### src/rtl/vga_pkg.sv
// Shared 640x480@60 raster constants and the per-axis region type
// for the snake display timing generator.
package vga_pkg;

    localparam int VGA_CLK_DIV    = 4;
    localparam int VGA_H_ACTIVE   = 640;
    localparam int VGA_H_FP       = 16;
    localparam int VGA_H_SYNC     = 96;
    localparam int VGA_H_BP       = 48;
    localparam int VGA_V_ACTIVE   = 480;
    localparam int VGA_V_FP       = 10;
    localparam int VGA_V_SYNC     = 2;
    localparam int VGA_V_BP       = 33;
    localparam int VGA_SYNC_POL   = 0;
    localparam int VGA_SYNC_DELAY = 1;
    localparam int VGA_CNT_W      = 10;

    typedef enum logic [1:0] {
        ACTIVE = 2'd0,
        FRONT  = 2'd1,
        SYNC   = 2'd2,
        BACK   = 2'd3
    } region_e;

    function automatic int axis_total(input int active_len, input int fp_len,
                                      input int sync_len, input int bp_len);
        return active_len + fp_len + sync_len + bp_len;
    endfunction

    function automatic int h_total();
        return axis_total(VGA_H_ACTIVE, VGA_H_FP, VGA_H_SYNC, VGA_H_BP);
    endfunction

    function automatic int v_total();
        return axis_total(VGA_V_ACTIVE, VGA_V_FP, VGA_V_SYNC, VGA_V_BP);
    endfunction

endpackage

### src/rtl/vga_timing_gen_if.sv
// Raster timing bundle: position, data enable, syncs, strobe and pacing ticks.
interface vga_timing_gen_if;

    logic       pix_stb;
    logic [9:0] x;
    logic [9:0] y;
    logic       de;
    logic       hsync;
    logic       vsync;
    logic       line_tick;
    logic       frame_tick;

    modport master (
        output pix_stb, x, y, de, hsync, vsync, line_tick, frame_tick
    );

    modport slave (
        input pix_stb, x, y, de, hsync, vsync, line_tick, frame_tick
    );

endinterface

### src/rtl/vga_axis_counter.sv
// One raster axis: a wrapping position counter plus its ACTIVE/FRONT/SYNC/BACK
// region FSM. active_nxt/sync_nxt describe the state the axis is about to enter.
module vga_axis_counter
    import vga_pkg::*;
#(
    parameter int ACT_LEN  = 640,
    parameter int FP_LEN   = 16,
    parameter int SYNC_LEN = 96,
    parameter int BP_LEN   = 48,
    parameter int W        = 10
) (
    input  logic         clk,
    input  logic         rst,
    input  logic         en,
    output logic [W-1:0] count,
    output logic         active_nxt,
    output logic         sync_nxt,
    output logic         wrap
);

    localparam int           TOTAL = axis_total(ACT_LEN, FP_LEN, SYNC_LEN, BP_LEN);
    localparam logic [W-1:0] LAST  = W'(TOTAL - 1);
    localparam logic [W-1:0] ZERO  = {W{1'b0}};
    localparam logic [W-1:0] ONE   = W'(1'b1);

    logic [W-1:0] count_r;
    logic [W-1:0] count_nxt_s;
    region_e      state_r;
    region_e      state_nxt_s;

    function automatic region_e region_of(input logic [W-1:0] c);
        region_e r;
        if (int'(c) < ACT_LEN) begin
            r = ACTIVE;
        end else if (int'(c) < ACT_LEN + FP_LEN) begin
            r = FRONT;
        end else if (int'(c) < ACT_LEN + FP_LEN + SYNC_LEN) begin
            r = SYNC;
        end else begin
            r = BACK;
        end
        return r;
    endfunction

    assign wrap = (count_r == LAST);

    // Next count and region; deriving the region from the new count lets an
    // empty region fall through within the same strobe.
    always_comb begin
        count_nxt_s = count_r;
        state_nxt_s = state_r;
        if (en) begin
            if (wrap) begin
                count_nxt_s = ZERO;
            end else begin
                count_nxt_s = count_r + ONE;
            end
            state_nxt_s = region_of(count_nxt_s);
        end else begin
            count_nxt_s = count_r;
            state_nxt_s = state_r;
        end
    end

    // Count and region state registers
    always_ff @(posedge clk or posedge rst) begin
        if (rst) begin
            count_r <= ZERO;
            state_r <= ACTIVE;
        end else begin
            count_r <= count_nxt_s;
            state_r <= state_nxt_s;
        end
    end

    assign count      = count_r;
    assign active_nxt = (state_nxt_s == ACTIVE);
    assign sync_nxt   = (state_nxt_s == SYNC);

endmodule

### src/rtl/vga_timing_gen.sv
// VGA raster timing: pixel strobe divider, horizontal/vertical axis counters,
// registered data enable, delayed syncs and line/frame pacing ticks.
module vga_timing_gen
    import vga_pkg::*;
#(
    parameter int CLK_DIV    = VGA_CLK_DIV,
    parameter int H_ACTIVE   = VGA_H_ACTIVE,
    parameter int H_FP       = VGA_H_FP,
    parameter int H_SYNC     = VGA_H_SYNC,
    parameter int H_BP       = VGA_H_BP,
    parameter int V_ACTIVE   = VGA_V_ACTIVE,
    parameter int V_FP       = VGA_V_FP,
    parameter int V_SYNC     = VGA_V_SYNC,
    parameter int V_BP       = VGA_V_BP,
    parameter int SYNC_POL   = VGA_SYNC_POL,
    parameter int SYNC_DELAY = VGA_SYNC_DELAY
) (
    input  logic             clk,
    input  logic             rst,
    vga_timing_gen_if.master vga
);

    localparam int               DIV_W      = $clog2(CLK_DIV);
    localparam logic [DIV_W-1:0] DIV_LAST   = DIV_W'(CLK_DIV - 1);
    localparam logic [DIV_W-1:0] DIV_ZERO   = {DIV_W{1'b0}};
    localparam logic [DIV_W-1:0] DIV_ONE    = DIV_W'(1'b1);
    localparam logic             SYNC_ON    = (SYNC_POL != 0);
    localparam logic             SYNC_IDLE  = (SYNC_POL == 0);
    localparam logic [9:0]       V_LAST_ACT = 10'(V_ACTIVE - 1);

    logic [DIV_W-1:0]  div_r;
    logic              pix_stb_r;
    logic [9:0]        x_s;
    logic [9:0]        y_s;
    logic              h_wrap_s;
    logic              v_en_s;
    logic              h_active_nxt_s;
    logic              v_active_nxt_s;
    logic              h_sync_nxt_s;
    logic              v_sync_nxt_s;
    logic              v_wrap_unused_s;
    logic              de_r;
    logic              line_tick_r;
    logic              frame_tick_r;
    logic [SYNC_DELAY:0] hs_pipe_r;
    logic [SYNC_DELAY:0] vs_pipe_r;

    // Pixel-rate divider; the strobe is registered on the wrapping clock
    always_ff @(posedge clk or posedge rst) begin
        if (rst) begin
            div_r     <= DIV_ZERO;
            pix_stb_r <= 1'b0;
        end else if (div_r == DIV_LAST) begin
            div_r     <= DIV_ZERO;
            pix_stb_r <= 1'b1;
        end else begin
            div_r     <= div_r + DIV_ONE;
            pix_stb_r <= 1'b0;
        end
    end

    assign v_en_s = pix_stb_r & h_wrap_s;

    vga_axis_counter #(
        .ACT_LEN (H_ACTIVE),
        .FP_LEN  (H_FP),
        .SYNC_LEN(H_SYNC),
        .BP_LEN  (H_BP),
        .W       (10)
    ) u_h_axis (
        .clk       (clk),
        .rst       (rst),
        .en        (pix_stb_r),
        .count     (x_s),
        .active_nxt(h_active_nxt_s),
        .sync_nxt  (h_sync_nxt_s),
        .wrap      (h_wrap_s)
    );

    vga_axis_counter #(
        .ACT_LEN (V_ACTIVE),
        .FP_LEN  (V_FP),
        .SYNC_LEN(V_SYNC),
        .BP_LEN  (V_BP),
        .W       (10)
    ) u_v_axis (
        .clk       (clk),
        .rst       (rst),
        .en        (v_en_s),
        .count     (y_s),
        .active_nxt(v_active_nxt_s),
        .sync_nxt  (v_sync_nxt_s),
        .wrap      (v_wrap_unused_s)
    );

    // de, ticks and sync delay line; stage 0 is aligned with x/y
    always_ff @(posedge clk or posedge rst) begin
        if (rst) begin
            de_r         <= 1'b0;
            line_tick_r  <= 1'b0;
            frame_tick_r <= 1'b0;
            hs_pipe_r    <= {(SYNC_DELAY + 1){SYNC_IDLE}};
            vs_pipe_r    <= {(SYNC_DELAY + 1){SYNC_IDLE}};
        end else begin
            line_tick_r  <= v_en_s;
            frame_tick_r <= v_en_s & (y_s == V_LAST_ACT);
            if (pix_stb_r) begin
                de_r         <= h_active_nxt_s & v_active_nxt_s;
                hs_pipe_r[0] <= h_sync_nxt_s ? SYNC_ON : SYNC_IDLE;
                vs_pipe_r[0] <= v_sync_nxt_s ? SYNC_ON : SYNC_IDLE;
            end
            for (int i = SYNC_DELAY; i > 0; i--) begin
                hs_pipe_r[i] <= hs_pipe_r[i-1];
                vs_pipe_r[i] <= vs_pipe_r[i-1];
            end
        end
    end

    assign vga.pix_stb    = pix_stb_r;
    assign vga.x          = x_s;
    assign vga.y          = y_s;
    assign vga.de         = de_r;
    assign vga.hsync      = hs_pipe_r[SYNC_DELAY];
    assign vga.vsync      = vs_pipe_r[SYNC_DELAY];
    assign vga.line_tick  = line_tick_r;
    assign vga.frame_tick = frame_tick_r;

endmodule

### src/flat_wrapper.sv
// flat-port wrapper written by rule: the top's interface ports become plain ports
module vga_timing_gen_flat import vga_pkg::*;
#(
    parameter int CLK_DIV    = VGA_CLK_DIV,
    parameter int H_ACTIVE   = VGA_H_ACTIVE,
    parameter int H_FP       = VGA_H_FP,
    parameter int H_SYNC     = VGA_H_SYNC,
    parameter int H_BP       = VGA_H_BP,
    parameter int V_ACTIVE   = VGA_V_ACTIVE,
    parameter int V_FP       = VGA_V_FP,
    parameter int V_SYNC     = VGA_V_SYNC,
    parameter int V_BP       = VGA_V_BP,
    parameter int SYNC_POL   = VGA_SYNC_POL,
    parameter int SYNC_DELAY = VGA_SYNC_DELAY
)
  (clk, rst, vga_pix_stb, vga_x, vga_y, vga_de, vga_hsync, vga_vsync, vga_line_tick, vga_frame_tick);
  vga_timing_gen_if vga_i ();
  input  logic clk;
  input  logic rst;
  output wire logic [$bits(vga_i.pix_stb)-1:0] vga_pix_stb;
  output wire logic [$bits(vga_i.x)-1:0] vga_x;
  output wire logic [$bits(vga_i.y)-1:0] vga_y;
  output wire logic [$bits(vga_i.de)-1:0] vga_de;
  output wire logic [$bits(vga_i.hsync)-1:0] vga_hsync;
  output wire logic [$bits(vga_i.vsync)-1:0] vga_vsync;
  output wire logic [$bits(vga_i.line_tick)-1:0] vga_line_tick;
  output wire logic [$bits(vga_i.frame_tick)-1:0] vga_frame_tick;
  assign vga_pix_stb = vga_i.pix_stb;
  assign vga_x = vga_i.x;
  assign vga_y = vga_i.y;
  assign vga_de = vga_i.de;
  assign vga_hsync = vga_i.hsync;
  assign vga_vsync = vga_i.vsync;
  assign vga_line_tick = vga_i.line_tick;
  assign vga_frame_tick = vga_i.frame_tick;
  vga_timing_gen #(.CLK_DIV(CLK_DIV), .H_ACTIVE(H_ACTIVE), .H_FP(H_FP), .H_SYNC(H_SYNC), .H_BP(H_BP), .V_ACTIVE(V_ACTIVE), .V_FP(V_FP), .V_SYNC(V_SYNC), .V_BP(V_BP), .SYNC_POL(SYNC_POL), .SYNC_DELAY(SYNC_DELAY)) u_core (.clk(clk), .rst(rst), .vga(vga_i));
endmodule
### config.mk
export PLATFORM = sky130hd
export DESIGN_NAME = vga_timing_gen_flat
export DESIGN_NICKNAME = d
export VERILOG_FILES = /design/src/rtl/vga_pkg.sv /design/src/rtl/vga_timing_gen_if.sv /design/src/rtl/vga_axis_counter.sv /design/src/rtl/vga_timing_gen.sv /design/src/flat_wrapper.sv
export SDC_FILE = /design/constraint.sdc
export NUM_CORES = 1
export LEC_CHECK = 0
export CORE_MARGIN = 3
export CORE_UTILIZATION = 33
export CTS_CLUSTER_DIAMETER = 80
export DETAILED_ROUTE_END_ITERATION = 8
export PLACE_DENSITY = 0.55
export REMOVE_ABC_BUFFERS = 1
export SYNTH_ARGS = -nofsm -noshare
export SYNTH_HDL_FRONTEND = slang
export SYNTH_SLANG_ARGS = --single-unit
### constraint.sdc
create_clock -name clk -period 2.7 [get_ports clk]
set_input_delay 0.405 -clock clk [delete_from_list [all_inputs] [get_ports clk]]
set_output_delay 0.405 -clock clk [all_outputs]
set_load 0.01 [all_outputs]
==> results.cfg, run 1 <==
[status]
status = completed

[global_route]
grtUsageTotal_pct = 13.8
grt_max_degree = 33
grt_pass1_wl_um = 6900
gr-total-overflow = 0
grt_pass1_vias = 1448
antenna_found_initial = 0

[cells_and_area]
antenna_cells = 0
drive_gt1_share_pct = 10.0
multi_input_area_um2 = 913
synthToLayoutAreaGrowth_pct = 25.2
finalNetCount = 224
fillCellCount = 507
seqCellArea_um2 = 806

[floorplanning]
start_util_pct = 34.7
io_pins = 28
die_height_um = 80.0
core_area_um2 = 5200
die-area_um2 = 6390
die_x_um = 80.0
rows = 26

[setup_path]
timing.rr.start = u_core.u_v_axis.count[0]
criticalPathCategory = register to register
cp_max_fo = 14
slowest_delay_ns = 0.48
worstPathRequired_ns = 2.86
critPathLaunchType = register
crit_chain = ha_1 > nand3b_1 > mux2i_1 > a32oi_1 > or3_1 > o22ai_1 > o32ai_2
crit_path_end = u_core.vga.de
worstReg2RegEnd = u_core.vga.de
path_buf_inv = 0
cp.depth = 7
reg2reg_slack_ns = 0.49
crit_path_end_kind = register
cp_slowest_cell = ha_1
cp-startpoint = u_core.u_v_axis.count[0]
arrival_ns = 2.36
cp_top_family = compound AO/OA/AOI/OAI gates
worstRegToRegCells = 7

[pwr]
powerDensity_nw_per_um2 = 437
total_leakage_power_nw = 0.928
ir_drop_v = 0.000246

[clocking]
cts_tree = yes
clock_sinks = 32
h-tree-depth = 2
holdBufCountCts = 0
cts_buffers = 5
cts.path.max_buffers = 2
clk_pin_slew_worst_paths_ns = 0.07
cts_resized = 0
clk_latency_ns = 0.28
root_buffer = clkbuf_8
postCtsSetupBuffers = 0

[synth]
syn_avg_cell_area_um2 = 9.45
yosys_warnings = 0
async_flop_share_pct = 100
synth.distinct_cells = 49
syn-cell-area_um2 = 1810
synth_edf_count = 0
yosysSeqAreaShare_pct = 44.6
synthCells = 191
ys.flop_type = dfrtp_1
synth-seq-cells = 32

[timing]
fmax_ghz = 0.453
tightest_slew_ns = 0.472
layout_min_cycle_time_ns = 2.21
finalCritPeriodShare_pct = 81.8
clock_skew_ns = 0.00443
hold_viol = 0
finalMaxSlewViolations = 0
rsz0062_at_grt = false
fin_tns_setup_ns = 0
slew_headroom_pct = 68.2
hold_slack_ns = 0.368
finalSetupViolations = 0

[routing]
dr.first_iter.drc_count = 120
drt_pass1_iterations = 4
drcViolationCount = 0
via_per_inst = 5.04
num_vias = 1457
routed_wl_um = 3920
post_drt_wl_per_cell_um = 13.6
ant_nets = 0

[run]
max_cap_violations = 0

[place]
dp.final_hpwl_um = 2760
gp_congestion = 0.783
numPortBuffers = 27

[hold_path]
hold_path.class = register to register
report_power, final:
part | internal [W] | leakage (nW) | total [W] | switching (W)
Sequential | 0.000480 | 0.414 | 0.000480 | 0
Combinational | 0.00000232 | 0.450 | 0.0000115 | 0.00000922
Clock | 0.000325 | 0.0645 | 0.000497 | 0.000171
Total | 0.000807 | 0.928 | 0.000988 | 0.000181
flip-flops by register name, indices dropped and copies added, names as in the netlist:
register                 cells
u_core.u_h_axis.count       10
u_core.vs_pipe_r             2
u_core.vga.frame_tick        1
u_core.vga.de                1
u_core.hs_pipe_r             2
u_core.vga.line_tick         1
u_core.vga.pix_stb           1
u_core.u_v_axis.count       10
u_core.u_v_axis.state_r      2
u_core.div_r                 2
cell type report:
class | count | area share [%]
clock buffers | 7 | 4.26
clock inverters | 1 | 1.33
inverters | 9 | 1.50
multi-input cells | 140 | 40.4
flip-flops and latches | 32 | 35.7
well taps | 70 | 3.88
repair buffers | 30 | 13.0
worst min path at each step:
stage                             start                   to  slack, ns  cells after the start
finish              u_core.vs_pipe_r[0]  u_core.vs_pipe_r[1]       0.37                      0
global route        u_core.vs_pipe_r[0]  u_core.vs_pipe_r[1]       0.38                      0
CTS                 u_core.vs_pipe_r[0]  u_core.vs_pipe_r[1]       0.37                      0
detailed placement  u_core.vs_pipe_r[0]  u_core.vs_pipe_r[1]       0.36                      0
global placement    u_core.vs_pipe_r[0]  u_core.vs_pipe_r[1]       0.36                      0
floorplan           u_core.hs_pipe_r[0]  u_core.hs_pipe_r[1]       0.35                      0
Yosys cell counts, types with 4 or more instances:
cell | count | area, um^2
nand2_1 | 22 | 82.6
dfstp_2 | 4 | 105
nor3_1 | 4 | 20.0
dfrtp_1 | 28 | 701
a21oi_1 | 6 | 30.0
nor2_1 | 19 | 71.3
nand2b_1 | 4 | 25.0
and3_1 | 4 | 25.0
clkbuf_1 | 5 | 18.8
inv_1 | 7 | 26.3
o21ai_0 | 14 | 70.1
xnor2_1 | 11 | 96.3
ha_1 | 4 | 50.1
nand3_1 | 8 | 40.0
nand4_1 | 4 | 25.0
per-stage QoR:
| step | total power [W] | instances | area [um^2] | util [%] | setup slack (ns) |
|---|---|---|---|---|---|
| final | 0.000988 | 289 | 2260 | 43.4 | 0.491 |
| after global routing | 0.00103 | 289 | 2260 | 43.4 | 0.251 |
| after CTS | 0.00101 | 289 | 2260 | 43.4 | 0.497 |
| after detailed placement | 0.000501 | 281 | 2130 | 41.0 | 0.521 |
| after global placement | 0.000501 | 281 | 2130 | 41.0 | 0.570 |
| after floorplan | 0.000495 | 181 | 1750 | - | 0.693 |
logic make-up (layout without fill, tap and decap cells):
logic type / after synthesis / in the layout / synth area share (%)
and+or+nand+nor: 81 / 81 / 25.4
AOI/OAI and AO/OA: 40 / 40 / 15.0
DFF: 32 / 32 / 44.6
buffers and inverters: 19 / 47 / 4.78
xor gates and xnor gates: 13 / 13 / 6.31
adders and majority gates: 4 / 4 / 2.77
muxes: 2 / 2 / 1.11
worst register-to-register path, cell delays in order, from the launching register on:
cell and delay [ns]:
dfrtp_1 0.45, ha_1 0.48, nand3b_1 0.13, mux2i_1 0.16, a32oi_1 0.08, or3_1 0.37, o22ai_1 0.30, o32ai_2 0.13
layout by cell type, fill, tap and decap left out, drive strengths merged, types with 5 or more instances in the layout:
cell,Yosys,final
dfrtp,28,28
clkdlybuf4s50,0,27
nand2,22,22
nor2,19,19
o21ai,15,15
xnor2,11,11
inv,9,9
nand3,8,8
clkbuf,5,7
a21oi,6,6
nand4,5,5
metal layers:
layer / vias to the layer above / GRT usage (%) / wire length, um
met5: - / 0 / 0
met3: 8 / 3.72 / 243
li1: 737 / - / -
met2: 43 / 20.1 / 1730
met1: 669 / 19.2 / 1880
met4: 0 / 5.41 / 69
No activity file was read; power rests on OpenSTA's default activity.
==> run 2, diff against run 1 <==
clock period = 2.1 ns   (was 2.7 ns; I/O delays follow)
==> results.cfg, run 2 (synthesized netlist as in run 1, its figures left out) <==
[setup_path]
crit_path_end_kind = register
worstPathRequired_ns = 2.30
cp_max_fo = 4
path_buf_inv = 2
cp_top_family = compound AO/OA/AOI/OAI gates
arrival_ns = 2.16
crit_chain = buf_4 > nand4_1 > o311a_1 > nor4_4 > o41ai_2 > o21ai_2 > inv_2 > o32ai_2
critPathLaunchType = register
criticalPathCategory = register to register
cp_slowest_cell = dfrtp_1
slowest_delay_ns = 0.39

[global_route]
grtUsageTotal_pct = 15.1
grt_pass1_vias = 1478
grt_max_degree = 33
antenna_found_initial = 0
gr-total-overflow = 0
grt_pass1_wl_um = 7440

[timing]
rsz0062_at_grt = true
setup_slack_ns = 0.136
finalMaxSlewViolations = 0
fmax_ghz = 0.509
hold_viol = 0
tightest_slew_ns = 0.500
clock_skew_ns = 0.00505
finalCritPeriodShare_pct = 93.5
layout_min_cycle_time_ns = 1.96
finalSetupViolations = 0
slew_headroom_pct = 66.3
hold_slack_ns = 0.370

[routing]
dr.first_iter.drc_count = 91
via_per_inst = 5.04
num_vias = 1542
drt_pass1_iterations = 4
post_drt_wl_per_cell_um = 14.0
ant_nets = 0
routed_wl_um = 4290
drcViolationCount = 0

[cells_and_area]
final_cell_mix = clkdlybuf4s50_1, dfrtp_1, nand2_1
postLayoutCoreUtil_pct = 46.4
synthToLayoutAreaGrowth_pct = 33.7
drive_gt1_share_pct = 19.1
finalNetCount = 241
antenna_cells = 0
stdcell_area_um2 = 2410

[pwr]
pwr-share-seq_pct = 47.9
powerDensity_nw_per_um2 = 533
p_sw_share_pct = 19.4
p_int_w = 0.00104
p_comb_share_pct = 1.2
clockPowerShare_pct = 50.9
ir_drop_v = 0.000258
p_switching_w = 0.000249
total_leakage_power_nw = 1.02

[place]
numPortBuffers = 27
dp.final_hpwl_um = 3060
placedInstanceArea_um2 = 2260
dp_slack_ns = 0.0310
gp_congestion = 0.828

[floorplanning]
core_area_um2 = 5200
start_util_pct = 34.7
die-area_um2 = 6390
die_height_um = 80.0
io_pins = 28
rows = 26
die_x_um = 80.0

[clocking]
h-tree-depth = 2
root_buffer = clkbuf_8
cts.path.max_buffers = 2
cts_buffers = 5
clock_sinks = 32
clk_latency_ns = 0.29
postCtsSetupBuffers = 0
cts_tree = yes
clk_pin_slew_worst_paths_ns = 0.07

[run]
max_cap_violations = 0

[hold_path]
hold_path.class = register to register

[status]
status = completed
run 2: layout make-up:
class | count | area, um^2
clock inverters | 1 | 30.0
flip-flops and latches | 32 | 807
repair buffers | 47 | 420
inverters | 9 | 33.8
clock buffers | 7 | 96.3
fillers | 513 | 2790
well taps | 70 | 87.6
multi-input cells | 140 | 940
run 2: worst reg2reg max path: cells and delay by family, from the launching register on:
kind	cells	cell delay, ns
AO/OA/AOI/OAI	4	0.79
buffers and inverters	2	0.19
flip-flops	1	0.39
AND/OR/NAND/NOR	2	0.50
run 2: repair_timing:
| item | CTS | global route |
|---|---|---|
| gates resized for setup | 0 | 6 |
| endpoints found under the hold margin | 0 | 0 |
| hold buffers | 0 | 0 |
| setup endpoints to repair | 0 | 3 |
run 2: power by group through the flow:
stage	clock (W)	sequential [W]	combinational, W
global placement	0	0.000628	0.0000162
finish	0.000656	0.000617	0.0000151
CTS	0.000677	0.000616	0.0000168
global route	0.000708	0.000616	0.0000184
floorplan	0	0.000628	0.00000903
detailed placement	0	0.000628	0.0000166
run 2: worst paths after layout:
| check | to | start | depth (start not counted) | slack [ns] |
|---|---|---|---|---|
| worst max-delay path | u_core.vga.de | u_core.u_v_axis.count[0] | 8 | 0.14 |
| max in group asynchronous | u_core.vs_pipe_r[1] | rst | 3 | 1.35 |
| worst min register to register | u_core.vs_pipe_r[1] | u_core.vs_pipe_r[0] | 0 | 0.37 |
| worst min-delay path | u_core.vs_pipe_r[1] | u_core.vs_pipe_r[0] | 0 | 0.37 |
| min in group asynchronous | u_core.u_v_axis.count[2] | rst | 3 | 0.42 |
| worst max register to register | u_core.vga.de | u_core.u_v_axis.count[0] | 8 | 0.14 |
run 2: stage by stage:
| step | cells | TNS, ns | power (W) |
|---|---|---|---|
| finish | 306 | 0 | 0.00129 |
| global route | 306 | -0.00835 | 0.00134 |
| CTS | 306 | 0 | 0.00131 |
| detailed placement | 298 | 0 | 0.000645 |
| global placement | 298 | 0 | 0.000644 |
| floorplan | 181 | 0 | 0.000637 |
run 2: per-layer routing:
metal,share of wire (%),wire [um],up-vias,global-route usage [%]
li1,-,-,771,-
met1,47,2000,740,20.5
met2,48,2050,24,22.8
met3,3.6,153,7,3.72
met4,1.8,76,0,6.08
met5,0,0,-,0
